File: src/rtl/scan_counter_pkg.sv
// Shared constants and the seven-segment glyph table for scan_counter.
package scan_counter_pkg;

  localparam logic [3:0] BCD_MAX   = 4'd9;
  localparam logic [3:0] HEX_MAX   = 4'hF;
  localparam logic       MODE_HEX  = 1'b0;
  localparam logic       MODE_BCD  = 1'b1;
  localparam logic [6:0] SEG_BLANK = 7'h7F;

  // Active-low glyph, segment a at bit 0 through g at bit 6.
  function automatic logic [6:0] seg_glyph(input logic [3:0] digit);
    logic [6:0] seg;
    unique case (digit)
      4'h0: seg = 7'h40;
      4'h1: seg = 7'h79;
      4'h2: seg = 7'h24;
      4'h3: seg = 7'h30;
      4'h4: seg = 7'h19;
      4'h5: seg = 7'h12;
      4'h6: seg = 7'h02;
      4'h7: seg = 7'h78;
      4'h8: seg = 7'h00;
      4'h9: seg = 7'h10;
      4'hA: seg = 7'h08;
      4'hB: seg = 7'h03;
      4'hC: seg = 7'h46;
      4'hD: seg = 7'h21;
      4'hE: seg = 7'h06;
      4'hF: seg = 7'h0E;
      default: seg = SEG_BLANK;
    endcase
    return seg;
  endfunction

endpackage

File: src/rtl/scan_counter_digit.sv
// One 4-bit counter cell (hex or BCD) with carry/borrow in and out.
module scan_counter_digit
  import scan_counter_pkg::*;
(
  input  logic [3:0] digit_i,
  input  logic       step_i,
  input  logic       up_i,
  input  logic       sel_i,
  input  logic       cin_i,
  output logic [3:0] next_o,
  output logic       cout_o
);

  logic [3:0] max_digit;

  // Next digit value and carry/borrow out; holds unless stepping with carry-in.
  always_comb begin
    next_o    = digit_i;
    cout_o    = 1'b0;
    max_digit = (sel_i == MODE_HEX) ? HEX_MAX : BCD_MAX;
    if (step_i && cin_i) begin
      if (up_i) begin
        // >= so that illegal BCD digits (A..F) also roll over to 0
        if (digit_i >= max_digit) begin
          next_o = 4'd0;
          cout_o = 1'b1;
        end else begin
          next_o = digit_i + 4'd1;
        end
      end else begin
        if (digit_i == 4'd0) begin
          next_o = max_digit;
          cout_o = 1'b1;
        end else if ((sel_i == MODE_BCD) && (digit_i > BCD_MAX)) begin
          next_o = BCD_MAX;
        end else begin
          next_o = digit_i - 4'd1;
        end
      end
    end
  end

endmodule

File: src/rtl/scan_counter.sv
// Multi-digit hex/BCD up/down counter with rate prescaler and 8-digit seven-segment scan driver.
// Define SCAN_COUNTER_BLANK_EN to blank leading zero digits (digit 0 is never blanked).
module scan_counter
  import scan_counter_pkg::*;
#(
  parameter int unsigned DIGITS   = 4,
  parameter int unsigned SCAN_DIV = 100000,
  parameter int unsigned PRESC_W  = 32
) (
  input  logic                  scan_counter_port_clk,
  input  logic                  scan_counter_port_rst_n,
  input  logic                  scan_counter_port_clr,
  input  logic                  scan_counter_port_en,
  input  logic                  scan_counter_port_up,
  input  logic                  scan_counter_port_sel,
  input  logic [4:0]            scan_counter_port_factor,
  input  logic [DIGITS-1:0]     scan_counter_port_dp,
  output logic [4*DIGITS-1:0]   scan_counter_port_value,
  output logic                  scan_counter_port_wrap,
  output logic [6:0]            scan_counter_port_seg,
  output logic                  scan_counter_port_odp,
  output logic [7:0]            scan_counter_port_an
);

  localparam int unsigned IdxW = (DIGITS > 1) ? $clog2(DIGITS) : 1;
  localparam int unsigned TmrW = $clog2(SCAN_DIV);

  logic [PRESC_W-1:0]  presc_q, presc_mask;
  logic                tick, step;
  logic [4*DIGITS-1:0] value_q, value_d, value_next;
  logic [DIGITS:0]     carry;
  logic                wrap_q;
  logic [TmrW-1:0]     timer_q, timer_d;
  logic [IdxW-1:0]     idx_q, idx_d;
  logic [3:0]          cur_digit;
  logic                cur_dp, blank;
  logic [6:0]          seg_q, seg_d;
  logic                odp_q, odp_d;
  logic [7:0]          an_q, an_d;

  // Tick when the low 'factor' prescaler bits are all ones; factors past PRESC_W mask everything.
  always_comb begin
    presc_mask = '0;
    for (int i = 0; i < PRESC_W; i++) begin
      presc_mask[i] = (i < int'(scan_counter_port_factor));
    end
    tick = &(presc_q | ~presc_mask);
    step = tick & scan_counter_port_en & ~scan_counter_port_clr;
  end

  assign carry[0] = 1'b1;

  for (genvar g = 0; g < DIGITS; g++) begin : g_digit
    scan_counter_digit u_digit (
      .digit_i (value_q[4*g +: 4]),
      .step_i  (step),
      .up_i    (scan_counter_port_up),
      .sel_i   (scan_counter_port_sel),
      .cin_i   (carry[g]),
      .next_o  (value_next[4*g +: 4]),
      .cout_o  (carry[g+1])
    );
  end

  // Clear wins over stepping; cells already hold their value when not stepping.
  always_comb begin
    value_d = scan_counter_port_clr ? '0 : value_next;
  end

  // Scan timer and digit index advance.
  always_comb begin
    timer_d = timer_q + TmrW'(1);
    idx_d   = idx_q;
    if (timer_q == TmrW'(SCAN_DIV - 1)) begin
      timer_d = '0;
      idx_d   = (idx_q == IdxW'(DIGITS - 1)) ? '0 : idx_q + IdxW'(1);
    end
  end

`ifdef SCAN_COUNTER_BLANK_EN
  logic [DIGITS-1:0] lead_zero;
  logic              zero_above;

  // lead_zero[i]: digit i and every higher digit are zero.
  always_comb begin
    zero_above = 1'b1;
    for (int i = DIGITS - 1; i >= 0; i--) begin
      zero_above   = zero_above & (value_q[4*i +: 4] == 4'd0);
      lead_zero[i] = zero_above;
    end
  end
`endif

  // Select the live digit under the scan index and build the pin values.
  always_comb begin
    cur_digit = 4'd0;
    cur_dp    = 1'b0;
    blank     = 1'b0;
    an_d      = 8'hFF;
    for (int i = 0; i < DIGITS; i++) begin
      if (idx_q == IdxW'(i)) begin
        cur_digit = value_q[4*i +: 4];
        cur_dp    = scan_counter_port_dp[i];
        an_d[i]   = 1'b0;
`ifdef SCAN_COUNTER_BLANK_EN
        blank     = (i > 0) && lead_zero[i];
`endif
      end
    end
    seg_d = blank ? SEG_BLANK : seg_glyph(cur_digit);
    odp_d = ~cur_dp;
  end

  // All state and registered outputs.
  always_ff @(posedge scan_counter_port_clk or negedge scan_counter_port_rst_n) begin
    if (!scan_counter_port_rst_n) begin
      presc_q <= '0;
      value_q <= '0;
      wrap_q  <= 1'b0;
      timer_q <= '0;
      idx_q   <= '0;
      seg_q   <= SEG_BLANK;
      odp_q   <= 1'b1;
      an_q    <= 8'hFF;
    end else begin
      presc_q <= presc_q + PRESC_W'(1);
      value_q <= value_d;
      wrap_q  <= carry[DIGITS];
      timer_q <= timer_d;
      idx_q   <= idx_d;
      seg_q   <= seg_d;
      odp_q   <= odp_d;
      an_q    <= an_d;
    end
  end

  assign scan_counter_port_value = value_q;
  assign scan_counter_port_wrap  = wrap_q;
  assign scan_counter_port_seg   = seg_q;
  assign scan_counter_port_odp   = odp_q;
  assign scan_counter_port_an    = an_q;

endmodule
File: config.mk
export PLATFORM = sky130hd
export DESIGN_NAME = scan_counter
export DESIGN_NICKNAME = d
export VERILOG_FILES = /design/src/rtl/scan_counter_pkg.sv /design/src/rtl/scan_counter_digit.sv /design/src/rtl/scan_counter.sv
export SDC_FILE = /design/constraint.sdc
export NUM_CORES = 1
export LEC_CHECK = 0
export CORE_MARGIN = 10
export CORE_UTILIZATION = 30
export CTS_CLUSTER_SIZE = 20
export DETAILED_ROUTE_END_ITERATION = 7
export SYNTH_ARGS = -nofsm -noshare
export SYNTH_HDL_FRONTEND = slang
export SYNTH_SLANG_ARGS = --single-unit
File: constraint.sdc
create_clock -name scan_counter_port_clk -period 2.92 [get_ports scan_counter_port_clk]
set_input_delay 0.584 -clock scan_counter_port_clk [delete_from_list [all_inputs] [get_ports scan_counter_port_clk]]
set_output_delay 0.584 -clock scan_counter_port_clk [all_outputs]
set_load 0.005 [all_outputs]
==> reports/metrics.csv, run 1 <==
metric;value;unit
residual DRC count;0;
setup bufs post-CTS;0;
Worst-Margin Slew;0.962;ns
clock-pin slew on the worst setup and hold paths;0.06;ns
RSZ-0062 raised after global routing;false;
Die Ht;153;um
DIE WIDTH;153;um
post-route antenna net violation count;0;
Avg Cell Area, Syn;9.23;um2
Synth Instances;573;
WL final;13300;um
Final Power;2.57;mW
buffers added on ports;43;
outcome;complete, no violations;
post-cts repair resize count;0;
Final Max Slew Viols;0;
CP endpoint kind;flip-flop;
die area;23300;um2
total power per unit cell area;393;nW/um2
Fin. Hold Viols;0;
clk_lat worst skew;0.34;ns
area grow syn2layout;23.5;%
H-tree depth;3;
Synth async-reset ratio;100;%
Iter 0 DRT Violations;211;
yosys warns;0;
Worst Hold Class;primary input to asynchronous set/reset pin;
WL per Instance;15.3;um
Slew Limit Headroom;35.8;%
layout cells sized above 1;14.2;%
CP Max Fanout;5;
clock root buffer;clkbuf_16;
total I/O pin count;48;
antenna cell count;0;
crit path launch type;primary input;
core area;17300;um2
fmax;371;MHz
Setup CP Type;primary input to flip-flop;
# clock sinks;79;
gr ovfl total;0;
leading area contributor after synthesis;dfrtp_1;
Seq cells post-synth;79;
Fin Clk Skew;0.00774;ns
top cell type's share of synthesized area;31.7;%
sequential share of the synthesized area;37.7;%
Cells after DPL;856;
post-route non-filler standard cell count;872;
number of global-route vias before repair;4358;
post-place setup slack;-0.203;ns
Max Cap Violations;0;
Initial Util;30.6;%
GRT Overall Usage;11.3;%
VDD IR-drop max;0.237;mV
first-pass GRT wire length;22200;um
CTS buffer count;9;
post-DP HPWL;10100;um
r2r worst-path depth;9;
DR vias/cell;5.01;
P_leak;2.82;nW
final hold slack;0.398;ns
PnR worst setup slack;0.228;ns
Synth area leaders;dfrtp_1, ha_1, dfstp_2, xnor2_1, a21oi_1;
Min Clock Period, post-route;2.69;ns
routability cong.;0.850;
CTS Hold Buffers Added;0;
final worst path period share;92.2;%
largest net degree at the start of global routing;77;
post-synth cell types;74;
DR vias;4368;
synthesized cell area;5290;um2
nets;689;
ys flop type;dfrtp_1;
First-pass DRT Iterations;4;
EDFF count, synth;0;
Worst EP required;3.17;ns
CP arrival;2.94;ns
initial antenna violation count;0;
final setup violation count;0;
Max Root-Sink Buffers;2;
CTS tree;built;
FP Rows;48;
-- placed cells by master (no fill, tap or decap), types with 5 or more instances in the layout --
cell             count
buf_4               42
nand4_1             10
a211oi_1            11
o211a_1              5
dfstp_2             12
inv_1               35
dfrtp_1             67
o21ai_0             24
nand2b_1            10
a21o_1               5
and3_1               8
nor3_1              19
nor2_1              49
nand2_1             39
nand3_1             29
clkdlybuf4s50_1     42
a31oi_1              7
mux2i_1              6
xor2_1              15
xnor2_1             34
a21oi_1             43
clkbuf_16            9
nor3b_1              5
ha_1                32
-- synth_stat cells, types with 2 or more instances --
library cell / instances
o2bb2ai_1: 3
mux2i_1: 6
nor4b_1: 2
or3_1: 4
o211a_1: 5
nor3_1: 19
inv_1: 35
a32o_1: 3
o221a_2: 2
clkbuf_1: 20
o21ai_0: 24
xnor2_1: 34
a21o_1: 5
a211oi_1: 11
xor2_1: 15
nand3b_1: 3
dfrtp_1: 67
nor2b_1: 3
o22ai_1: 3
nand3_1: 29
a221oi_1: 4
buf_2: 4
dfstp_2: 12
a21oi_1: 43
nand2_1: 39
o31ai_1: 4
ha_1: 32
nand2b_1: 10
nor2_1: 49
buf_4: 5
nand4_1: 10
nor3b_1: 5
o32ai_1: 2
o211ai_1: 3
nor4_1: 3
and2_1: 3
a31oi_1: 7
and3_1: 8
a2111oi_4: 2
-- flip-flops by register name (all words and copies together), names as in the netlist --
register / cells
presc_q: 31
timer_q: 17
scan_counter_port_value: 16
scan_counter_port_seg: 7
scan_counter_port_an: 4
idx_q: 2
scan_counter_port_odp: 1
scan_counter_port_wrap: 1
-- cells by family after synthesis --
kind of cell	count (synthesis)	share of synthesized area, %
mux	8	1.84
other cells	1	0.0709
xor+xnor	49	8.11
flops	79	37.7
compound gates	140	19.5
simple gates	198	20.0
fa+ha+maj	32	7.57
buf+inv	66	5.27
-- worst paths after layout --
check | startpoint | end | slack, ns
min in group scan_counter_port_clk | presc_q[30] | presc_q[30] | 0.47
worst max-delay path | scan_counter_port_factor[3] | scan_counter_port_value[7] | 0.23
worst min register to register | presc_q[30] | presc_q[30] | 0.47
worst max register to register | idx_q[0] | scan_counter_port_seg[3] | 0.37
worst min-delay path | scan_counter_port_rst_n | presc_q[0] | 0.40
max in group asynchronous | scan_counter_port_rst_n | scan_counter_port_odp | 1.80
-- cell type report --
cell class              instances  area (um2)
repair buffers                 85         756
flip-flops and latches         79        1990
multi-input cells             431        3030
well taps                     225         282
clock inverters                 6         109
inverters                      36         135
clock buffers                  10         229
fillers                      1765       10800
-- layer usage --
metal  share of wire [%]  vias up  GRT usage, %
li1                    -     2177             -
met2                  49       80          18.9
met5                   0        -             0
met1                  44     2091          13.7
met4                 1.8        0          3.77
met3                 4.6       20          3.33
-- critical path, stage by stage --
cell             delay [ns]
clkdlybuf4s50_1        0.50
buf_4                  0.20
o2bb2ai_2              0.11
o311ai_1               0.13
nor3_2                 0.31
nand4_4                0.22
nor4_4                 0.39
buf_4                  0.19
a21oi_1                0.07
a211oi_1               0.25
-- power by group --
part / internal [mW] / total (mW) / switching [mW]
clock: 0.836 / 1.31 / 0.471
combinational: 0.0682 / 0.167 / 0.0985
sequential: 1.10 / 1.10 / 0.000232
total: 2.00 / 2.57 / 0.569
-- through the flow --
stage               utilization [%]  TNS [ns]  cell area, um2
global route                   37.8         0            6530
global placement               35.8     -1.60            6190
CTS                            37.8         0            6530
floorplan                         -         0            5300
finish                         37.8         0            6530
detailed placement             35.8     -1.16            6190
No activity file was read; power rests on OpenSTA's default activity.
==> run 2: changes to the inputs <==
GPL_TIMING_DRIVEN = 0   (was default)
PLACE_DENSITY = 0.46   (was default)
==> run 2 against run 1 <==
Compared with the run above: register-to-register slack worse by 0.16 ns; flip-flop and latch count is the same; sequential power barely moved; clock-buffer cell count increased by 1; via count increased by 0.87%; power fell by 2.9%; die area unchanged; worst setup slack got worse by 0.11 ns; worst hold slack worse by 0.27 ns; critical path depth decreased by 2.
==> reports/metrics.csv, run 2 (synthesis gave the netlist of run 1 again) <==
metric;value;unit
outcome;complete, no violations;
commonest cells after routing, fill and taps aside;dfrtp_1, nor2_1, a21oi_1, nand2_1, clkdlybuf4s50_1;
Worst EP required;3.16;ns
worst-path cell chain;clkdlybuf4s50_1 -> buf_2 -> nor4_2 -> a311o_1 -> a41oi_4 -> nor3_4 -> mux2_4 -> a2111oi_4;
first-pass GRT wire length;23600;um
residual DRC count;0;
Fin. Hold Viols;0;
H-tree depth;3;
gr ovfl total;0;
Met1 Wirelength;6640;um
placed cell areas;6030;um2
switching power;0.572;mW
design area;6430;um2
die area;23300;um2
crit-path max cell delay;0.57;ns
largest net degree at the start of global routing;62;
CP arrival;3.04;ns
Worst-Margin Slew;0.727;ns
crit path launch type;primary input;
P_leak;2.74;nW
Util after Layout;37.2;%
FP Rows;48;
total power per unit cell area;388;nW/um2
WL per Instance;16.2;um
antenna cell count;0;
nets;680;
VDD IR-drop max;0.265;mV
area grow syn2layout;21.5;%
GRT Overall Usage;12.1;%
Min Clock Period, post-route;2.80;ns
PnR worst setup slack;0.121;ns
Sw Share;22.9;%
Slew Limit Headroom;51.1;%
met2 WL;6680;um
worst r2r src;idx_q[0];
most common cell after layout, fill and taps aside;dfrtp_1;
Initial Util;30.6;%
initial antenna violation count;0;
final setup violation count;0;
Bufs and invs on worst path;2;
CTS buffer count;9;
register name with the most flops;presc_q;
r2r worst-path depth;9;
Max Root-Sink Buffers;2;
Int Power;1.93;mW
max reg flops;31;
Setup CP Type;primary input to flip-flop;
Reg power frac;43.9;%
Final Power;2.50;mW
Iter 0 DRT Violations;280;
# clock sinks;79;
DR vias/cell;5.11;
WL final;14000;um
Setup Total Neg Slack;0;ns
post-place setup slack;-0.598;ns
DR top layer;met4;
clock network power share;49.7;%
First-pass DRT Iterations;4;
FF-to-FF End;scan_counter_port_seg[3];
Worst Hold Class;primary input to asynchronous set/reset pin;
met3 wire length;454;um
layout cells sized above 1;11.3;%
post-route antenna net violation count;0;
fmax;357;MHz
clk_lat worst skew;0.34;ns
cell family with the largest share of critical-path delay;compound AO/OA/AOI/OAI gates;
Final Max Slew Viols;0;
Die Ht;153;um
DIE WIDTH;153;um
clock-pin slew on the worst setup and hold paths;0.07;ns
Fin Clk Skew;0.0101;ns
DR vias;4406;
routability cong.;0.908;
final worst path period share;95.9;%
clock root buffer;clkbuf_16;
total I/O pin count;48;
number of global-route vias before repair;4430;
core area;17300;um2
Max Cap Violations;0;
Comb pwr share;6.4;%
post-DP HPWL;10400;um
CP endpoint kind;flip-flop;
CTS Hold Buffers Added;0;
crit path max-delay cell type;clkdlybuf4s50_1;
CTS tree;built;
CP Max Fanout;10;
buffers added on ports;42;
reg2reg setup slack;0.21;ns
## run 2: how the worst max path moves through the flow
stage                             endpoint  slack, ns                        start  cells after the start
2_1_floorplan  scan_counter_port_value[10]       0.34   scan_counter_port_value[0]                      9
3_3_place_gp                    presc_q[0]      -1.73      scan_counter_port_rst_n                      1
3_5_place_dp   scan_counter_port_value[10]      -0.60        scan_counter_port_sel                      8
4_1_cts         scan_counter_port_value[6]      0.005  scan_counter_port_factor[0]                      9
5_1_grt        scan_counter_port_value[13]     -0.002         scan_counter_port_up                     10
6_report        scan_counter_port_value[0]       0.12  scan_counter_port_factor[0]                      8
## run 2: metal layers
metal  GRT usage (%)  up-vias
li1                -     2163
met1            15.6     2151
met2            19.7       80
met3            2.17       12
met4            4.27        0
met5               0        -
## run 2: area by class of cell
cell class	instances	area, um2
tap	225	282
multi-input combinational	431	3070
clock buffer	11	243
sequential	79	1990
clock inverter	5	81.3
buffer	27	134
inverter	36	135
timing repair buffer	49	495
fill	1733	10900
## run 2: timing repair
| action | CTS | global route |
|---|---|---|
| endpoints found under the setup margin | 9 | 21 |
| buffers inserted | 2 | 4 |
| gates resized for setup | 2 | 8 |
| pin swaps | 0 | 3 |
## run 2: worst register-to-register path: stages (launching register included)
cell and delay, ns:
dfrtp_1 0.37, inv_1 0.09, ha_1 0.32, inv_1 0.17, o311a_1 0.18, a211oi_1 0.06, a21oi_1 0.53, inv_1 0.15
ha_1 0.26, mux4_2 0.48
## run 2: power groups by stage
stage	Combinational (mW)	Clock, mW	Sequential (mW)
after floorplan	0.0794	0	1.12
after global placement	0.153	0	1.12
after detailed placement	0.158	0	1.12
after CTS	0.159	1.29	1.10
after global routing	0.176	1.33	1.10
final	0.159	1.24	1.10
## run 2: stage by stage
stage                     hold WS, ns  cells
final                           0.130    863
after global routing            0.136    863
after CTS                       0.123    862
after detailed placement        0.454    844
after global placement          0.456    843
after floorplan                 0.288    576
==> variant 1 (config.mk and constraints of run 2) <==
Set the package constant `HEX_MAX` to 4'h7 (it was 4'hF).
--- a/src/rtl/scan_counter_pkg.sv
+++ b/src/rtl/scan_counter_pkg.sv
@@ -4,3 +4,3 @@
   localparam logic [3:0] BCD_MAX   = 4'd9;
-  localparam logic [3:0] HEX_MAX   = 4'hF;
+  localparam logic [3:0] HEX_MAX   = 4'h7;
   localparam logic       MODE_HEX  = 1'b0;
Formal check against the unedited RTL: not equivalent (a bounded check fails within 4 cycles, from zero or initial values and one cycle with scan_counter_port_rst_n low).
==> variant 1 against run 2 <==
Wire length is 0.74% lower; fmax is 0.52% higher; critical endpoint is now scan_counter_port_value[4]; sequential share of layout area is 0.54 points higher; area after synthesis is 1.6% lower; setup slack better by 14 ps; sequential cell count stayed put; design area is 1.7% lower; highest routed layer unchanged; power is 0.35% higher.
==> variant 1: results (changes against run 2) <==
The flow ran to the end, and the final reports show no timing, DRC or antenna violations. The first-pass GRT wire length is 22900 um (was 23600 um), and the clock input transition at the sequential cells of the worst setup and hold paths is 70 ps (about the same). The CTS H-tree depth is 3 (unchanged).

Class of the tightest hold or removal check: primary input to asynchronous set/reset pin (unchanged). The via count of the first global-routing pass is 4489 (was 4430). Distinct cell type count after synthesis: 65 (was 74).

For the switching power total, the log shows 578 uW (was 572 uW). The number of nets in the finished design was 683 (was 680); the final weighted congestion in routability-driven placement was 0.851 (was 0.908). The detailed-placement wirelength estimate is 10200 um (was 10400 um).

The critical-path maximum fanout is 10 (unchanged). The relative contribution of the clock network to total power came out at 49.7% (about the same). For the clock group, total power comes out at 1250 uW. The first-pass iteration count of the detailed router is 7 (was 4). The count of yosys warnings during synthesis is 0 (unchanged), and the number of buffers on the longest clock path is 2 (unchanged).

The run gives -1300 ps (was -598 ps) as the setup slack after placement. The mean number of vias per cell is 5.13 (was 5.11), and the share of cells above drive strength 1 is 10.0% (was 11.3%). Most used flip-flop cell after synthesis: sky130_fd_sc_hd__dfrtp_1 (unchanged). The cell leakage power was 0.00285 uW (was 0.00274 uW). Synth top area cells: sky130_fd_sc_hd__dfrtp_1 32%, sky130_fd_sc_hd__ha_1 8.7%, sky130_fd_sc_hd__dfstp_2 6.1% (was sky130_fd_sc_hd__dfrtp_1 32%, sky130_fd_sc_hd__ha_1 7.6%, sky130_fd_sc_hd__dfstp_2 6.0%).

The number of clock buffers inserted by TritonCTS is 9 (unchanged). Top cells by count, synth: 67 x sky130_fd_sc_hd__dfrtp_1, 48 x sky130_fd_sc_hd__nor2_1, 41 x sky130_fd_sc_hd__nand2_1 (was 67 x sky130_fd_sc_hd__dfrtp_1, 49 x sky130_fd_sc_hd__nor2_1, 43 x sky130_fd_sc_hd__a21oi_1). The number of design-rule violations left by the first detailed-router iteration was 279 (was 280); the max-cap check violation count was 0 (unchanged). The fmax was 0.359 GHz (was 0.357 GHz). The number of buffer cells added on primary ports is 41 (was 42). The logs give 2980 ps (was 3040 ps) for the data arrival at the endpoint of the critical path and 13900 um (was 14000 um) for the routed wire length. The total track usage was 12.3% (was 12.1%).

The final worst clock skew was 7.02 ps (was 10.1 ps). The run gives 843 (was 844) as the instance count after placement with tap cells included. Overall overflow remaining after global route: 0 (unchanged).

The actual slew at the worst max-slew pin is 688 ps (was 727 ps), and the sequential share of the synthesized area is 38.3% (was 37.7%). The gate count after technology mapping is 573 (unchanged). The tools report the clock insertion delay at the later pin of the skew report as 340 ps (about the same).

The run gives 51 (was 62) as the pin count of the biggest net entering global routing. The worst IR drop on VDD came out at 0.000256 V (was 0.000265 V). The number of inserted diodes was 0 (unchanged); the slack of the worst reg-to-reg path was 310 ps (was 210 ps). The wire length per cell was 16.1 um (was 16.2 um). The sequential cell power is 1100 uW (about the same).
## variant 1: cell types whose count changed after synthesis, moves of 5 or more
cell / delta
sky130_fd_sc_hd__nor2b_1: +5
sky130_fd_sc_hd__o21ai_0: +5
sky130_fd_sc_hd__a21oi_1: -10
sky130_fd_sc_hd__clkbuf_1: -6
sky130_fd_sc_hd__nand2b_1: -7
sky130_fd_sc_hd__o21bai_1: +5
sky130_fd_sc_hd__xnor2_1: -8
sky130_fd_sc_hd__o211a_1: -5
sky130_fd_sc_hd__a21o_1: +5
sky130_fd_sc_hd__xor2_1: +8
## variant 1: repair_timing
item | 4_1_cts | 5_1_grt
hold buffers | 0 | 0
setup buffers | 1 | 2
resized for setup | 6 | 5
pin swaps | 0 | 1
endpoints found under the setup margin | 17 | 9
## variant 1: path summary, 6_finish.rpt
| path | depth (start not counted) | to | startpoint |
|---|---|---|---|
| max | 11 | scan_counter_port_value[4] | scan_counter_port_factor[2] |
| min | 1 | scan_counter_port_value[13] | scan_counter_port_rst_n |
| max reg2reg | 9 | scan_counter_port_value[5] | scan_counter_port_value[1] |
| min reg2reg | 1 | presc_q[30] | presc_q[30] |
| max in group asynchronous | 2 | timer_q[15] | scan_counter_port_rst_n |
| min in group scan_counter_port_clk | 1 | presc_q[30] | presc_q[30] |
## variant 1: through the flow
stage	util, %	cell area, sq um	hold WS, ps	setup TNS, ps
final	36.8	6320	180	0
after global routing	36.8	6320	206	0
after CTS	36.5	6270	188	0
after detailed placement	34.5	5930	456	-15890
after global placement	34.4	5910	454	-140340
after floorplan	-	5220	288	0
## variant 1: metal layers
metal	track usage, %	wire length, um
met1	15.1	6180
met2	20.4	6710
met3	2.88	744
met4	5.05	236
met5	0	0
## variant 1: logic make-up after synthesis
group           Yosys count  share of synthesized area (%)
buf+inv                  67                           5.96
other cells               1                         0.0720
mux                       9                           2.02
fa+ha+maj                36                           8.65
flops                    79                           38.3
simple gates            186                           17.9
compound gates          146                           18.8
xor+xnor                 49                           8.25
## variant 1: worst max-delay path, stage by stage
cell and delay (ps):
sky130_fd_sc_hd__clkdlybuf4s50_1 480, sky130_fd_sc_hd__buf_6 180, sky130_fd_sc_hd__a21oi_1 140, sky130_fd_sc_hd__o221ai_1 160, sky130_fd_sc_hd__nor3_1 180, sky130_fd_sc_hd__nand4_1 120
sky130_fd_sc_hd__buf_4 180, sky130_fd_sc_hd__or3_4 380, sky130_fd_sc_hd__buf_6 170, sky130_fd_sc_hd__o41ai_2 280, sky130_fd_sc_hd__a21oi_1 120
## variant 1: final cells by class
class	instances	area, sq um
flip-flops and latches	79	1990
well taps	225	282
clock buffers	11	243
repair buffers	45	458
inverters	41	155
plain buffers	26	156
fillers	1736	10900
clock inverters	5	81.3
multi-input cells	430	2950
==> variant 2 (config.mk and constraints of run 2) <==
Made on the original files. Reset style: synchronous (`scan_counter_port_rst_n`), changed in one clocked block.
--- a/src/rtl/scan_counter.sv
+++ b/src/rtl/scan_counter.sv
@@ -114,3 +114,3 @@
   // All state and registered outputs.
-  always_ff @(posedge scan_counter_port_clk or negedge scan_counter_port_rst_n) begin
+  always_ff @(posedge scan_counter_port_clk) begin
     if (!scan_counter_port_rst_n) begin
Function: differs if scan_counter_port_rst_n is asserted again (counterexample within 4 cycles, from zero or initial values and one cycle with scan_counter_port_rst_n low); with scan_counter_port_rst_n held inactive, the same outputs for 10 cycles.
==> variant 2 against run 2 <==
Area after synthesis down 5.4%; count of clock-buffer cells in the layout unchanged; clock skew is 2.5 ps lower; sequential power about the same; sequential cell count is the same; setup slack worse by 13 ps; design area is 6.0% lower; utilization shrank 0.47 points; wire length fell by 2.7%; power is 6.7% lower; largest power group is now registers.
==> variant 2: results (changes against run 2) <==
The run finished with clean final reports. The distinct cell type count after synthesis was 68 (was 74); the total track usage was 12.5% (was 12.1%). The proportion of cell area occupied by multi-input gates came out at 53.2% (was 47.7%). Synth top area cells: sky130_fd_sc_hd__dfxtp_1 32%, sky130_fd_sc_hd__ha_1 8.0%, sky130_fd_sc_hd__a21oi_1 4.2% (was sky130_fd_sc_hd__dfrtp_1 32%, sky130_fd_sc_hd__ha_1 7.6%, sky130_fd_sc_hd__dfstp_2 6.0%). The slack of the worst reg-to-reg path is 270 ps (was 210 ps).

For the area of all sequential standard cells, the log shows 1580 sq um (was 1990 sq um). The detailed-placement wirelength estimate is 10000 um (was 10400 um). The fraction of standard cell area that is sequential came out at 26.2% (was 31.0%).

Most used flip-flop cell after synthesis: sky130_fd_sc_hd__dfxtp_1 (was sky130_fd_sc_hd__dfrtp_1). For the final weighted congestion in routability-driven placement, the log shows 0.860 (was 0.908). The number of buffer cells added on primary ports was 41 (was 42); the routing usage on met1 was 15.4% (was 15.6%). Actual slew at the worst max-slew pin: 797 ps (was 727 ps). The portion of the layout cell area used by clock cells was 4.58% (was 5.04%); the worst hold-check slack was 490 ps (was 130 ps). The number of design-rule violations left by the first detailed-router iteration is 328 (was 280), and the proportion of final cell area spent on non-clock buffers is 9.57% (was 9.79%).

The async set or reset register ratio after synthesis was 0% (was 100%); the number of nets in the finished design was 727 (was 680). The final worst clock skew was 7.59 ps (was 10.1 ps). The start of the worst register-to-register path was idx_q[0] (unchanged).

The wire length per cell was 15.0 um (was 16.2 um). The post-CTS setup buffer count is 0 (was 2). Worst IR drop on VDD: 0.000257 V (was 0.000265 V).

The run gives 4689 (was 4430) as the via count of the first global-routing pass. The global-route met2 utilization is 20.8% (was 19.7%). The share of cells above drive strength 1 works out to 6.13% (was 11.3%). The data arrival at the endpoint of the critical path came out at 3080 ps (was 3040 ps).

The tools report the end of the worst register-to-register path as scan_counter_port_seg[3] (unchanged). The run gives 14 (was 62) as the pin count of the biggest net entering global routing. Cell leakage power: 0.00230 uW (was 0.00274 uW). The slowest cell on the critical path is sky130_fd_sc_hd__or3b_4 (was sky130_fd_sc_hd__clkdlybuf4s50_1). For the final sequential cell count, the log shows 79 (unchanged). The number of signal-net buffers in the layout is 78 (was 76), and the post-place instance area is 5700 sq um (was 6030 sq um).

The largest stage delay on the critical path came out at 460 ps (was 570 ps).
## variant 2: worst max path at each step
stage                                start                           to  slack, ps  cells after the start
2_1_floorplan  scan_counter_port_factor[3]   scan_counter_port_value[4]        320                      8
3_3_place_gp         scan_counter_port_sel  scan_counter_port_value[13]       -750                      9
3_5_place_dp         scan_counter_port_sel  scan_counter_port_value[13]       -760                      9
4_1_cts        scan_counter_port_factor[4]   scan_counter_port_value[4]         30                      9
5_1_grt        scan_counter_port_factor[4]  scan_counter_port_value[13]          3                      9
6_report       scan_counter_port_factor[4]   scan_counter_port_value[4]        110                      9
## variant 2: kinds of logic after synthesis
group / synth area share, %
other: 0.0749
AO/OA/AOI/OAI: 21.8
flip-flops: 31.6
buffers and inverters: 5.60
multiplexers: 2.23
AND/OR/NAND/NOR: 23.9
XOR/XNOR: 6.83
adder cells (fa/ha/maj): 8.00
## variant 2: power by group
| part | total, uW | switching [uW] | internal [uW] |
|---|---|---|---|
| clock network | 1050 | 452 | 597 |
| logic | 180 | 107 | 72.3 |
| registers | 1100 | 10.1 | 1090 |
## variant 2: layer usage
| metal | part of all wire, % | up-vias |
|---|---|---|
| met5 | 0 | - |
| met3 | 5.0 | 10 |
| met4 | 1.1 | 0 |
| met1 | 47 | 2163 |
| li1 | - | 2337 |
| met2 | 47 | 83 |
## variant 2: stage by stage
| step | std cells | setup WS, ps |
|---|---|---|
| 6_report | 905 | 108 |
| 5_1_grt | 905 | 3.01 |
| 4_1_cts | 905 | 30.7 |
| 3_5_place_dp | 889 | -757 |
| 3_3_place_gp | 889 | -750 |
| 2_1_floorplan | 628 | 323 |
## variant 2: what timing repair did
| item | 4_1_cts | 5_1_grt |
|---|---|---|
| resized for setup | 13 | 13 |
| pin swaps | 0 | 4 |
| setup endpoints to repair | 18 | 12 |
